## config.mk

```make
export PLATFORM = sky130hd
export DESIGN_NAME = simple_req_ack_arb
export DESIGN_NICKNAME = d
export VERILOG_FILES = /design/src/rtl/simple_req_ack_pkg.sv /design/src/rtl/simple_req_ack_rr_pick.sv /design/src/rtl/simple_req_ack_arb.sv
export SDC_FILE = /design/constraint.sdc
export NUM_CORES = 1
export LEC_CHECK = 0
export CORE_UTILIZATION = 40
export CTS_CLUSTER_SIZE = 8
export DETAILED_ROUTE_END_ITERATION = 12
export GPL_ROUTABILITY_DRIVEN = 0
export PLACE_DENSITY_LB_ADDON = 0.25
export SLEW_MARGIN = 20
export SYNTH_ARGS = -nofsm -noshare
export SYNTH_HDL_FRONTEND = slang
export SYNTH_SLANG_ARGS = --single-unit
```

## constraint.sdc

```tcl
create_clock -name clock -period 3.2 [get_ports clock]
set_clock_uncertainty 0.1 [all_clocks]
set_input_delay 0.8 -clock clock [delete_from_list [all_inputs] [get_ports clock]]
set_output_delay 0.8 -clock clock [all_outputs]
set_load 0.01 [all_outputs]
```

## src/rtl/simple_req_ack_pkg.sv

```systemverilog
// ----------------------------------------------------------------------------
// simple_req_ack_pkg
// Shared types and constants for the multi-channel req/ack arbiter.
//   arb_state_t : arbiter FSM state encoding (IDLE, REQ, HOLD, REL)
//   ERR_CNT_W   : width of the saturating timeout counter
//   arb_dbg_t   : debug view of FSM state, round-robin pointer and grant
//   sat_inc()   : saturating increment for the timeout counter
// ----------------------------------------------------------------------------
package simple_req_ack_pkg;

   typedef enum logic [1:0] {
      IDLE = 2'd0,
      REQ  = 2'd1,
      HOLD = 2'd2,
      REL  = 2'd3
   } arb_state_t;

   localparam int ERR_CNT_W = 16;
   localparam logic [ERR_CNT_W-1:0] ERR_CNT_MAX = '1;

   // Pointer and grant are zero-extended to 4 bits (up to 16 channels).
   typedef struct packed {
      arb_state_t state;
      logic [3:0] rr_ptr;
      logic [3:0] grant;
   } arb_dbg_t;

   function automatic logic [ERR_CNT_W-1:0] sat_inc(input logic [ERR_CNT_W-1:0] v);
      return (v == ERR_CNT_MAX) ? v : v + 16'd1;
   endfunction

endpackage

```

## src/rtl/simple_req_ack_rr_pick.sv

```systemverilog
// ----------------------------------------------------------------------------
// simple_req_ack_rr_pick
// Combinational round-robin picker: returns the first set request index at
// or after ptr, wrapping to the lowest set index when nothing at/after ptr.
//   req   : request vector, one bit per channel
//   ptr   : round-robin start position
//   valid : at least one request is set
//   idx   : chosen channel index
// ----------------------------------------------------------------------------
module simple_req_ack_rr_pick #(
   parameter int NUM_CH = 4,
   parameter int ID_W   = (NUM_CH > 1) ? $clog2(NUM_CH) : 1
) (
   input  logic [NUM_CH-1:0] req,
   input  logic [ID_W-1:0]   ptr,
   output logic              valid,
   output logic [ID_W-1:0]   idx
);

   logic            hi_found;
   logic [ID_W-1:0] hi_idx;
   logic [ID_W-1:0] lo_idx;

   // Descending scan: the last hit written is the lowest index, so hi_idx is
   // the lowest set index >= ptr and lo_idx the lowest set index overall.
   always_comb begin
      hi_found = 1'b0;
      hi_idx   = '0;
      lo_idx   = '0;
      for (int i = NUM_CH - 1; i >= 0; i--) begin
         if (req[i]) begin
            if (ID_W'(i) >= ptr) begin
               hi_found = 1'b1;
               hi_idx   = ID_W'(i);
            end
            lo_idx = ID_W'(i);
         end
      end
   end

   assign valid = |req;
   assign idx   = hi_found ? hi_idx : lo_idx;

endmodule

```

## src/rtl/simple_req_ack_arb.sv

```systemverilog
// ----------------------------------------------------------------------------
// simple_req_ack_arb
// Round-robin arbiter merging NUM_CH 4-phase req/ack requesters onto one
// downstream req/ack port, with a watchdog on the downstream ack edges.
//   clock, reset   : single clock, synchronous active-high reset
//   up_req/up_ack  : per-channel 4-phase handshake, up_data payload per channel
//   up_err         : valid with up_ack, 1 = transaction timed out
//   dn_req/dn_ack  : downstream 4-phase handshake, dn_data/dn_id of the grant
//   busy           : FSM not in IDLE
//   timeout_pulse  : one cycle per watchdog expiry
//   err_count      : saturating timeout count
//   dbg            : FSM state, round-robin pointer and current grant
//
// Handshake (4-phase, level based): a requester raises req with stable data,
// the responder raises ack, the requester drops req, the responder drops ack.
// No phase may be skipped; the arbiter forwards each phase of the granted
// channel and only returns to IDLE after the downstream ack has fallen (or
// the watchdog gave up on it).
// ----------------------------------------------------------------------------
module simple_req_ack_arb
   import simple_req_ack_pkg::*;
#(
   parameter int NUM_CH         = 4,
   parameter int DATA_W         = 32,
   parameter int TIMEOUT_CYCLES = 256,
   parameter int ID_W           = (NUM_CH > 1) ? $clog2(NUM_CH) : 1
) (
   input  logic                     clock,
   input  logic                     reset,
   input  logic [NUM_CH-1:0]        up_req,
   input  logic [NUM_CH*DATA_W-1:0] up_data,
   output logic [NUM_CH-1:0]        up_ack,
   output logic [NUM_CH-1:0]        up_err,
   output logic                     dn_req,
   output logic [DATA_W-1:0]        dn_data,
   output logic [ID_W-1:0]          dn_id,
   input  logic                     dn_ack,
   output logic                     busy,
   output logic                     timeout_pulse,
   output logic [ERR_CNT_W-1:0]     err_count,
   output arb_dbg_t                 dbg
);

   localparam int WDOG_W = (TIMEOUT_CYCLES > 0) ? $clog2(TIMEOUT_CYCLES + 1) : 1;
   localparam logic [WDOG_W-1:0] WDOG_LAST =
      (TIMEOUT_CYCLES > 0) ? WDOG_W'(TIMEOUT_CYCLES - 1) : '0;

   arb_state_t           state_q, state_d;
   logic [ID_W-1:0]      rr_ptr_q, rr_ptr_d;
   logic [ID_W-1:0]      grant_q, grant_d;
   logic [WDOG_W-1:0]    wdog_q, wdog_d, wdog_inc;
   logic                 wdog_hit;
   logic                 pick_valid;
   logic [ID_W-1:0]      pick_idx;
   logic [ID_W-1:0]      grant_next;
   logic                 req_g;

   logic [NUM_CH-1:0]    up_ack_d, up_err_d;
   logic                 dn_req_d, busy_d, pulse_d;
   logic [DATA_W-1:0]    dn_data_d;
   logic [ID_W-1:0]      dn_id_d;
   logic [ERR_CNT_W-1:0] err_count_d;

   simple_req_ack_rr_pick #(
      .NUM_CH (NUM_CH),
      .ID_W   (ID_W)
   ) u_pick (
      .req   (up_req),
      .ptr   (rr_ptr_q),
      .valid (pick_valid),
      .idx   (pick_idx)
   );

   // A zero timeout disables the watchdog: the counter stays parked at 0
   // and never reports expiry.
   assign wdog_hit   = (TIMEOUT_CYCLES != 0) && (wdog_q == WDOG_LAST);
   assign wdog_inc   = (TIMEOUT_CYCLES == 0) ? '0 : wdog_q + 1'b1;
   assign req_g      = up_req[grant_q];
   assign grant_next = (grant_q == ID_W'(NUM_CH - 1)) ? '0 : grant_q + 1'b1;

   // State register, also holding every registered output.
   always_ff @(posedge clock) begin
      if (reset) begin
         state_q       <= IDLE;
         rr_ptr_q      <= '0;
         grant_q       <= '0;
         wdog_q        <= '0;
         up_ack        <= '0;
         up_err        <= '0;
         dn_req        <= 1'b0;
         dn_data       <= '0;
         dn_id         <= '0;
         busy          <= 1'b0;
         timeout_pulse <= 1'b0;
         err_count     <= '0;
      end else begin
         state_q       <= state_d;
         rr_ptr_q      <= rr_ptr_d;
         grant_q       <= grant_d;
         wdog_q        <= wdog_d;
         up_ack        <= up_ack_d;
         up_err        <= up_err_d;
         dn_req        <= dn_req_d;
         dn_data       <= dn_data_d;
         dn_id         <= dn_id_d;
         busy          <= busy_d;
         timeout_pulse <= pulse_d;
         err_count     <= err_count_d;
      end
   end

   // Next-state logic.
   always_comb begin
      state_d = state_q;
      case (state_q)
         IDLE: if (pick_valid)         state_d = REQ;
         REQ:  if (dn_ack || wdog_hit) state_d = HOLD;
         HOLD: if (!req_g)             state_d = REL;
         REL:  if (!dn_ack || wdog_hit) state_d = IDLE;
         default:                      state_d = IDLE;
      endcase
   end

   // Output logic: next values of the registered outputs. The watchdog
   // defaults to zero, which clears it on entry to REQ and REL.
   always_comb begin
      up_ack_d    = up_ack;
      up_err_d    = up_err;
      dn_req_d    = dn_req;
      dn_data_d   = dn_data;
      dn_id_d     = dn_id;
      grant_d     = grant_q;
      rr_ptr_d    = rr_ptr_q;
      pulse_d     = 1'b0;
      err_count_d = err_count;
      wdog_d      = '0;
      case (state_q)
         IDLE: begin
            if (pick_valid) begin
               grant_d   = pick_idx;
               dn_id_d   = pick_idx;
               dn_data_d = up_data[pick_idx*DATA_W +: DATA_W];
               dn_req_d  = 1'b1;
            end
         end
         REQ: begin
            // A timed-out transaction still moves to HOLD with dn_req high;
            // a late dn_ack is simply not looked at there.
            if (dn_ack) begin
               up_ack_d[grant_q] = 1'b1;
               up_err_d[grant_q] = 1'b0;
            end else if (wdog_hit) begin
               up_ack_d[grant_q] = 1'b1;
               up_err_d[grant_q] = 1'b1;
               pulse_d           = 1'b1;
               err_count_d       = sat_inc(err_count);
            end else begin
               wdog_d = wdog_inc;
            end
         end
         HOLD: begin
            if (!req_g) dn_req_d = 1'b0;
         end
         REL: begin
            if (!dn_ack || wdog_hit) begin
               up_ack_d[grant_q] = 1'b0;
               up_err_d[grant_q] = 1'b0;
               rr_ptr_d          = grant_next;
               if (dn_ack) begin
                  pulse_d     = 1'b1;
                  err_count_d = sat_inc(err_count);
               end
            end else begin
               wdog_d = wdog_inc;
            end
         end
         default: ;
      endcase
      busy_d = (state_d != IDLE);
   end

   assign dbg = {state_q, 4'(rr_ptr_q), 4'(grant_q)};

endmodule

```

==> results of run 1 <==
through the flow:
step	setup slack, ns	std cells	hold WS [ns]	power (mW)
2_1_floorplan	0.884	422	0.326	1.28
3_3_place_gp	0.413	730	0.339	1.62
3_5_place_dp	0.333	730	0.348	1.64
4_1_cts	0.461	746	0.367	2.39
5_1_grt	0.213	746	0.391	2.47
6_report	0.450	746	0.363	2.36
kinds of logic (layout without fill, tap and decap cells):
group,after synthesis,in the layout
flops,74,74
compound gates,74,74
simple gates,127,127
other cells,1,4
buf+inv,45,240
mux,68,68
xor+xnor,22,22
fa+ha+maj,8,8
layout make-up:
| class | count | area share |
|---|---|---|
| Tap cell | 129 | 0.0258 |
| Inverter | 11 | 0.00659 |
| Clock inverter | 6 | 0.0104 |
| Multi-Input combinational cell | 303 | 0.353 |
| Timing Repair Buffer | 213 | 0.346 |
| Sequential cell | 74 | 0.237 |
| Clock buffer | 10 | 0.0220 |
worst min-delay path, cell delays in order, from the launching register on:
cell,delay [ns]
dfxtp_1,0.31
nand2_1,0.05
a21oi_1,0.06
cells in the final DEF (no fill, tap or decap), types with 11 or more instances in the layout:
| master | count |
|---|---|
| clkdlybuf4s50_1 | 201 |
| dfxtp_1 | 74 |
| mux2i_1 | 67 |
| nand2_1 | 52 |
| nor2_1 | 33 |
| o221ai_1 | 32 |
| a21oi_1 | 17 |
| xnor2_1 | 17 |
| nand3_1 | 13 |
| inv_1 | 11 |
cell usage after synthesis (all sizes together):
cell type	number
a2111oi	2
a211o	1
a211oi	5
a21oi	19
a221oi	1
a22o	1
a311oi	4
a31oi	1
a32oi	1
and2	1
and3	1
and4	3
buf	28
clkbuf	6
conb	1
dfxtp	74
ha	8
inv	11
mux2i	67
mux4	1
nand2	52
nand2b	6
nand3	13
nand4	3
nor2	33
nor2b	4
nor3	1
nor4	4
nor4b	3
o21a	1
o21ai	5
o221ai	32
o41ai	1
or2	1
or3	1
or4	1
xnor2	18
xor2	4
report_power, final:
part / internal, mW / switching [mW] / leakage (nW)
sequential: 0.983 / 0.0376 / 0.604
combinational: 0.362 / 0.230 / 1.51
clock: 0.383 / 0.365 / 0.103
total: 1.73 / 0.633 / 2.22
final timing paths:
kind                                      to  cells past startpoint       from  slack [ns]
worst max-delay path            err_count[8]                     11  wdog_q[0]        0.45
worst min-delay path                register                      2   register        0.36
worst max register to register  err_count[8]                     11  wdog_q[0]        0.45
worst min register to register      register                      2   register        0.36
routing by layer:
layer | share of wire | vias to the layer above
li1 | - | 1892
met1 | 0.42 | 1814
met2 | 0.51 | 130
met3 | 0.052 | 18
met4 | 0.017 | 0
met5 | 0 | -
==> run_results.csv, run 1 <==
group,metric,value,unit
outcome,status,"completed",
power_and_ir_drop,leakagePower,2.22,nW
clocking,cts_made_buffers,9,
placement,io_buffers,201,
timing,post-route-period-util,0.859,
finish,ff_latch_area,0.00148,mm2
routing,drt.antenna.violating_nets,0,
floorplanning,die_x,101,um
global_routing,grt_max_degree,37,
synth,synth-compound-area-share,0.144,
worst_hold_path,hold_class,"register to register",
finish,diodes,0,
global_routing,grtUsageTotal,0.224,
routing,routed_wl,11.4,mm
floorplanning,rows,35,
placement,placed_area,0.00606,mm2
critical_path,cp-end-kind,"register",
placement,hpwl,8.84,mm
synth,ys_seq_elements,74,
finish,utilization,0.668,
finish,layout-drive-gt1-share,0.0648,
timing,worst_pin_slew,0.625,ns
critical_path,critPathBufInv,1,
global_routing,top_usage_layer,"met2",
synth,synthAdderAreaFrac,0.0256,
clocking,cts-root-buf,"clkbuf_8",
timing,setup_viol,0,
timing,slew_violations,0,
critical_path,critPathMaxFanout,12,
clocking,cts_htree_levels,3,
clocking,post_cts_buffers,0,
synth,yosysTopAreaCellShare,0.378,
synth,synth_cell_type_count,44,
synth,synth_cells,419,
timing,slew_headroom,0.581,
routing,routed_via_density,5.17,
routing,vias,3854,
routing,drt_iter0_drc,106,
floorplanning,io_pins,206,
critical_path,worstSetupPathType,"register to register",
timing,rsz0062_at_grt,"false",
critical_path,critical_path.top_delay_family,"simple AND/OR/NAND/NOR gates",
global_routing,met2_usage,0.404,
routing,wire_per_inst,15.3,um
routing,drt_pass1_iterations,4,
critical_path,slowest_stage,"a2111oi_2",
power_and_ir_drop,vdd_drop_max,0.000208,V
finish,n_fill_cell,783,
routing,drc,0,
synth,synthTopCellsByArea,"dfxtp_1, mux2i_1, o221ai_1",
synth,yosysSeqAreaShare,0.378,
synth,netlist_area,0.00392,mm2
synth,synth_warnings,0,
synth,synth-simple-area-share,0.159,
finish,design_area,0.00626,mm2
synth,synth_top_family_by_area,"multiplexers",
floorplanning,die_h,101,um
timing,fin_setup_tns,0,ns
global_routing,gr-usage-met1,0.264,
flow_run,cap_violations,0,
timing,fin_crit,2.75,ns
critical_path,max_stage_delay,0.45,ns
critical_path,path_cells,"ha_1, nand3_1, nor2_1, nand3_1, inv_1, ha_1, and2_1, nand2_1, a2111oi_2, xnor2_1, nor2_1",
global_routing,grt_overflow,0,
clocking,cts_resized,0,
finish,multiInputGateArea,0.00221,mm2
synth,syn_avg_cell_area,9.34,um2
global_routing,antenna_found_initial,0,
global_routing,use_met3,0.0409,
floorplanning,start_util,0.418,
timing,final_hold_viol_count,0,
synth,yosys-mux-area-fraction,0.177,
finish,fin_nets,755,
clocking,path_clk_slew,0.09,ns
critical_path,critPathLaunchType,"register",
global_routing,grt_pass1_vias,3875,
clocking,cts_tree,"done",
clocking,cts_buffer_depth,2,
clocking,clock_latency,0.34,ns
floorplanning,coreArea,0.00937,mm2
clocking,ctsHoldBuffers,0,
finish,area_growth,59.9,%
synth,synth_xor_area_frac,0.0511,
clocking,numClockSinks,74,
critical_path,arrival,2.89,ns
synth,yosysTopAreaCell,"dfxtp_1",
critical_path,crit_required,3.34,ns
timing,fmaxAchievable,364,MHz
global_routing,grt_pass1_wl,18.1,mm
power_and_ir_drop,power_density,377,mW/mm2
floorplanning,dieArea,0.0102,mm2
(Power assumes the default switching activity.)
==> run 2: changes to the inputs <==
--- a/config.mk
+++ b/config.mk
@@ -5,10 +5,12 @@
 export SDC_FILE = /design/constraint.sdc
 export NUM_CORES = 1
 export LEC_CHECK = 0
+export CAP_MARGIN = 10
 export CORE_UTILIZATION = 40
 export CTS_CLUSTER_SIZE = 8
 export DETAILED_ROUTE_END_ITERATION = 12
 export GPL_ROUTABILITY_DRIVEN = 0
+export GPL_TIMING_DRIVEN = 0
 export PLACE_DENSITY_LB_ADDON = 0.25
 export SLEW_MARGIN = 20
 export SYNTH_ARGS = -nofsm -noshare
==> run 2 against run 1 <==
First-iteration DRC count is 25% higher; sequential cell count stayed put; die area did not move; non-clock buffer count is 21 higher; critical path depth down 4; sequential power barely moved; combinational power grew 0.7%; sequential share of layout area decreased by 0.21 points; critical path type is now primary input to register; highest routed layer unchanged.
==> run_results.csv, run 2 (synthesis gave the netlist of run 1 again) <==
group,metric,value,unit
outcome,status,"completed",
routing,routed_via_density,5.21,
power_and_ir_drop,power,2.44,mW
routing,vias,3994,
worst_hold_path,hold_class,"register to register",
global_routing,grt_max_degree,14,
finish,fin_nets,776,
finish,area_growth,61.3,%
routing,drt_pass1_iterations,4,
floorplanning,coreArea,0.00937,mm2
timing,fin_crit,2.71,ns
global_routing,antenna_found_initial,0,
worst_hold_path,hold_depth,2,
placement,io_buffers,200,
worst_hold_path,holdPathEnd,"dn_data[13]",
global_routing,grtUsageTotal,0.236,
global_routing,grt_pass1_wl,18.8,mm
flow_run,cap_violations,0,
clocking,ctsHoldBuffers,0,
timing,hold_ws,0.370,ns
critical_path,regToRegStartpoint,"wdog_q[0]",
clocking,cts_buffer_depth,2,
clocking,cts_tree,"done",
routing,drc,0,
power_and_ir_drop,power_density,386,mW/mm2
critical_path,max_stage_delay,0.49,ns
critical_path,worstSetupPathType,"primary input to register",
timing,worst_pin_slew,0.619,ns
critical_path,critical_path.top_delay_family,"simple AND/OR/NAND/NOR gates",
timing,setup_viol,0,
timing,setup_ws,0.488,ns
timing,slew_violations,0,
timing,post-route-period-util,0.848,
clocking,path_clk_slew,0.08,ns
critical_path,cp-end-kind,"register",
clocking,numClockSinks,74,
routing,drt_iter0_drc,133,
timing,fmaxAchievable,369,MHz
finish,design_area,0.00632,mm2
timing,fin_setup_tns,0,ns
floorplanning,start_util,0.418,
critical_path,cpMostUsedCell,"nand2b_1",
routing,drt.antenna.violating_nets,0,
finish,layout-drive-gt1-share,0.0846,
floorplanning,die_x,101,um
critical_path,crit_required,3.31,ns
clocking,cts_resized,0,
power_and_ir_drop,leakagePower,2.27,nW
finish,final_cell_mix,"clkdlybuf4s50_1, dfxtp_1, mux2i_1",
placement,dpl_worst_slack,0.161,ns
clocking,cts_htree_levels,3,
critical_path,critPathMaxFanout,10,
global_routing,grt_overflow,0,
routing,routed_wl,12.0,mm
finish,final_common_cell,"clkdlybuf4s50_1",
critical_path,rr_endpoint,"err_count[7]",
global_routing,grt_pass1_vias,3950,
clocking,cts_made_buffers,9,
worst_hold_path,hp-start,"dn_data[13]",
critical_path,path_cells,"clkdlybuf4s50_1, nor4_1, nand2b_1, nor2_1, nand2b_1, buf_2, o221ai_1",
placement,placed_area,0.00609,mm2
clocking,post_cts_buffers,0,
critical_path,r2r_cells,12,
timing,slew_headroom,0.586,
routing,wire_per_inst,15.7,um
floorplanning,io_pins,206,
timing,final_hold_viol_count,0,
floorplanning,die_h,101,um
critical_path,critPathBufInv,2,
placement,hpwl,9.53,mm
clocking,clock_latency,0.34,ns
critical_path,critPathLaunchType,"primary input",
critical_path,slowest_stage,"clkdlybuf4s50_1",
critical_path,arrival,2.82,ns
floorplanning,dieArea,0.0102,mm2
critical_path,ff2ff_setup_slack,0.59,ns
floorplanning,rows,35,
finish,diodes,0,
power_and_ir_drop,vdd_drop_max,0.000208,V
clocking,cts-root-buf,"clkbuf_8",
timing,rsz0062_at_grt,"false",
==> run 2: changes by cell type in the layout (fill, tap and decap cells not counted), sizes merged <==
cell           previous run  this run
clkinvlp                  1         2
clkinv                    3         1
bufinv                    1         2
clkbuf                   10        16
clkdlybuf4s50           201       200
buf                      12        28
==> run 2: worst register-to-register path, delay by kind of cell (launching register included) <==
kind,cells,cell delay [ns]
buffers and inverters,2,0.24
AOI/OAI and AO/OA,1,0.33
and+or+nand+nor,6,0.86
adders and majority gates,2,0.41
xor gates and xnor gates,1,0.17
DFF,1,0.37
==> run 2: stage by stage <==
| step | utilization | instances |
|---|---|---|
| floorplan | - | 422 |
| finish | 0.674 | 767 |
| detailed placement | 0.650 | 751 |
| global placement | 0.650 | 751 |
| CTS | 0.674 | 767 |
| global route | 0.674 | 767 |
==> run 2: report_power, final <==
part	switching, mW	internal, mW
sequential	0.0381	0.983
combinational	0.240	0.357
clock	0.359	0.462
total	0.637	1.80
==> run 2: layout make-up <==
type	count	area, um2
Sequential cell	74	1480
Multi-Input combinational cell	303	2200
Clock buffer	10	138
Inverter	11	41.3
Tap cell	129	161
Buffer	34	208
Timing Repair Buffer	200	2000
Clock inverter	6	88.8
Fill cell	791	3060
==> run 2: worst max path at each step <==
stage / from / slack (ns) / endpoint / cells after the start
after detailed placement: up_req[2] / 0.16 / dn_data[23] / 7
after global placement: up_req[2] / 0.17 / dn_data[19] / 7
final: up_req[2] / 0.49 / dn_data[23] / 7
after CTS: up_req[2] / 0.52 / dn_data[17] / 7
after floorplan: wdog_q[0] / 0.88 / err_count[7] / 12
after global routing: wdog_q[0] / 0.32 / err_count[2] / 12
==> run 2: layer usage <==
layer / global-route usage / part of all wire
met1: 0.265 / 0.39
met4: 0.0825 / 0.020
met3: 0.0714 / 0.079
met5: 0 / 0
met2: 0.422 / 0.51
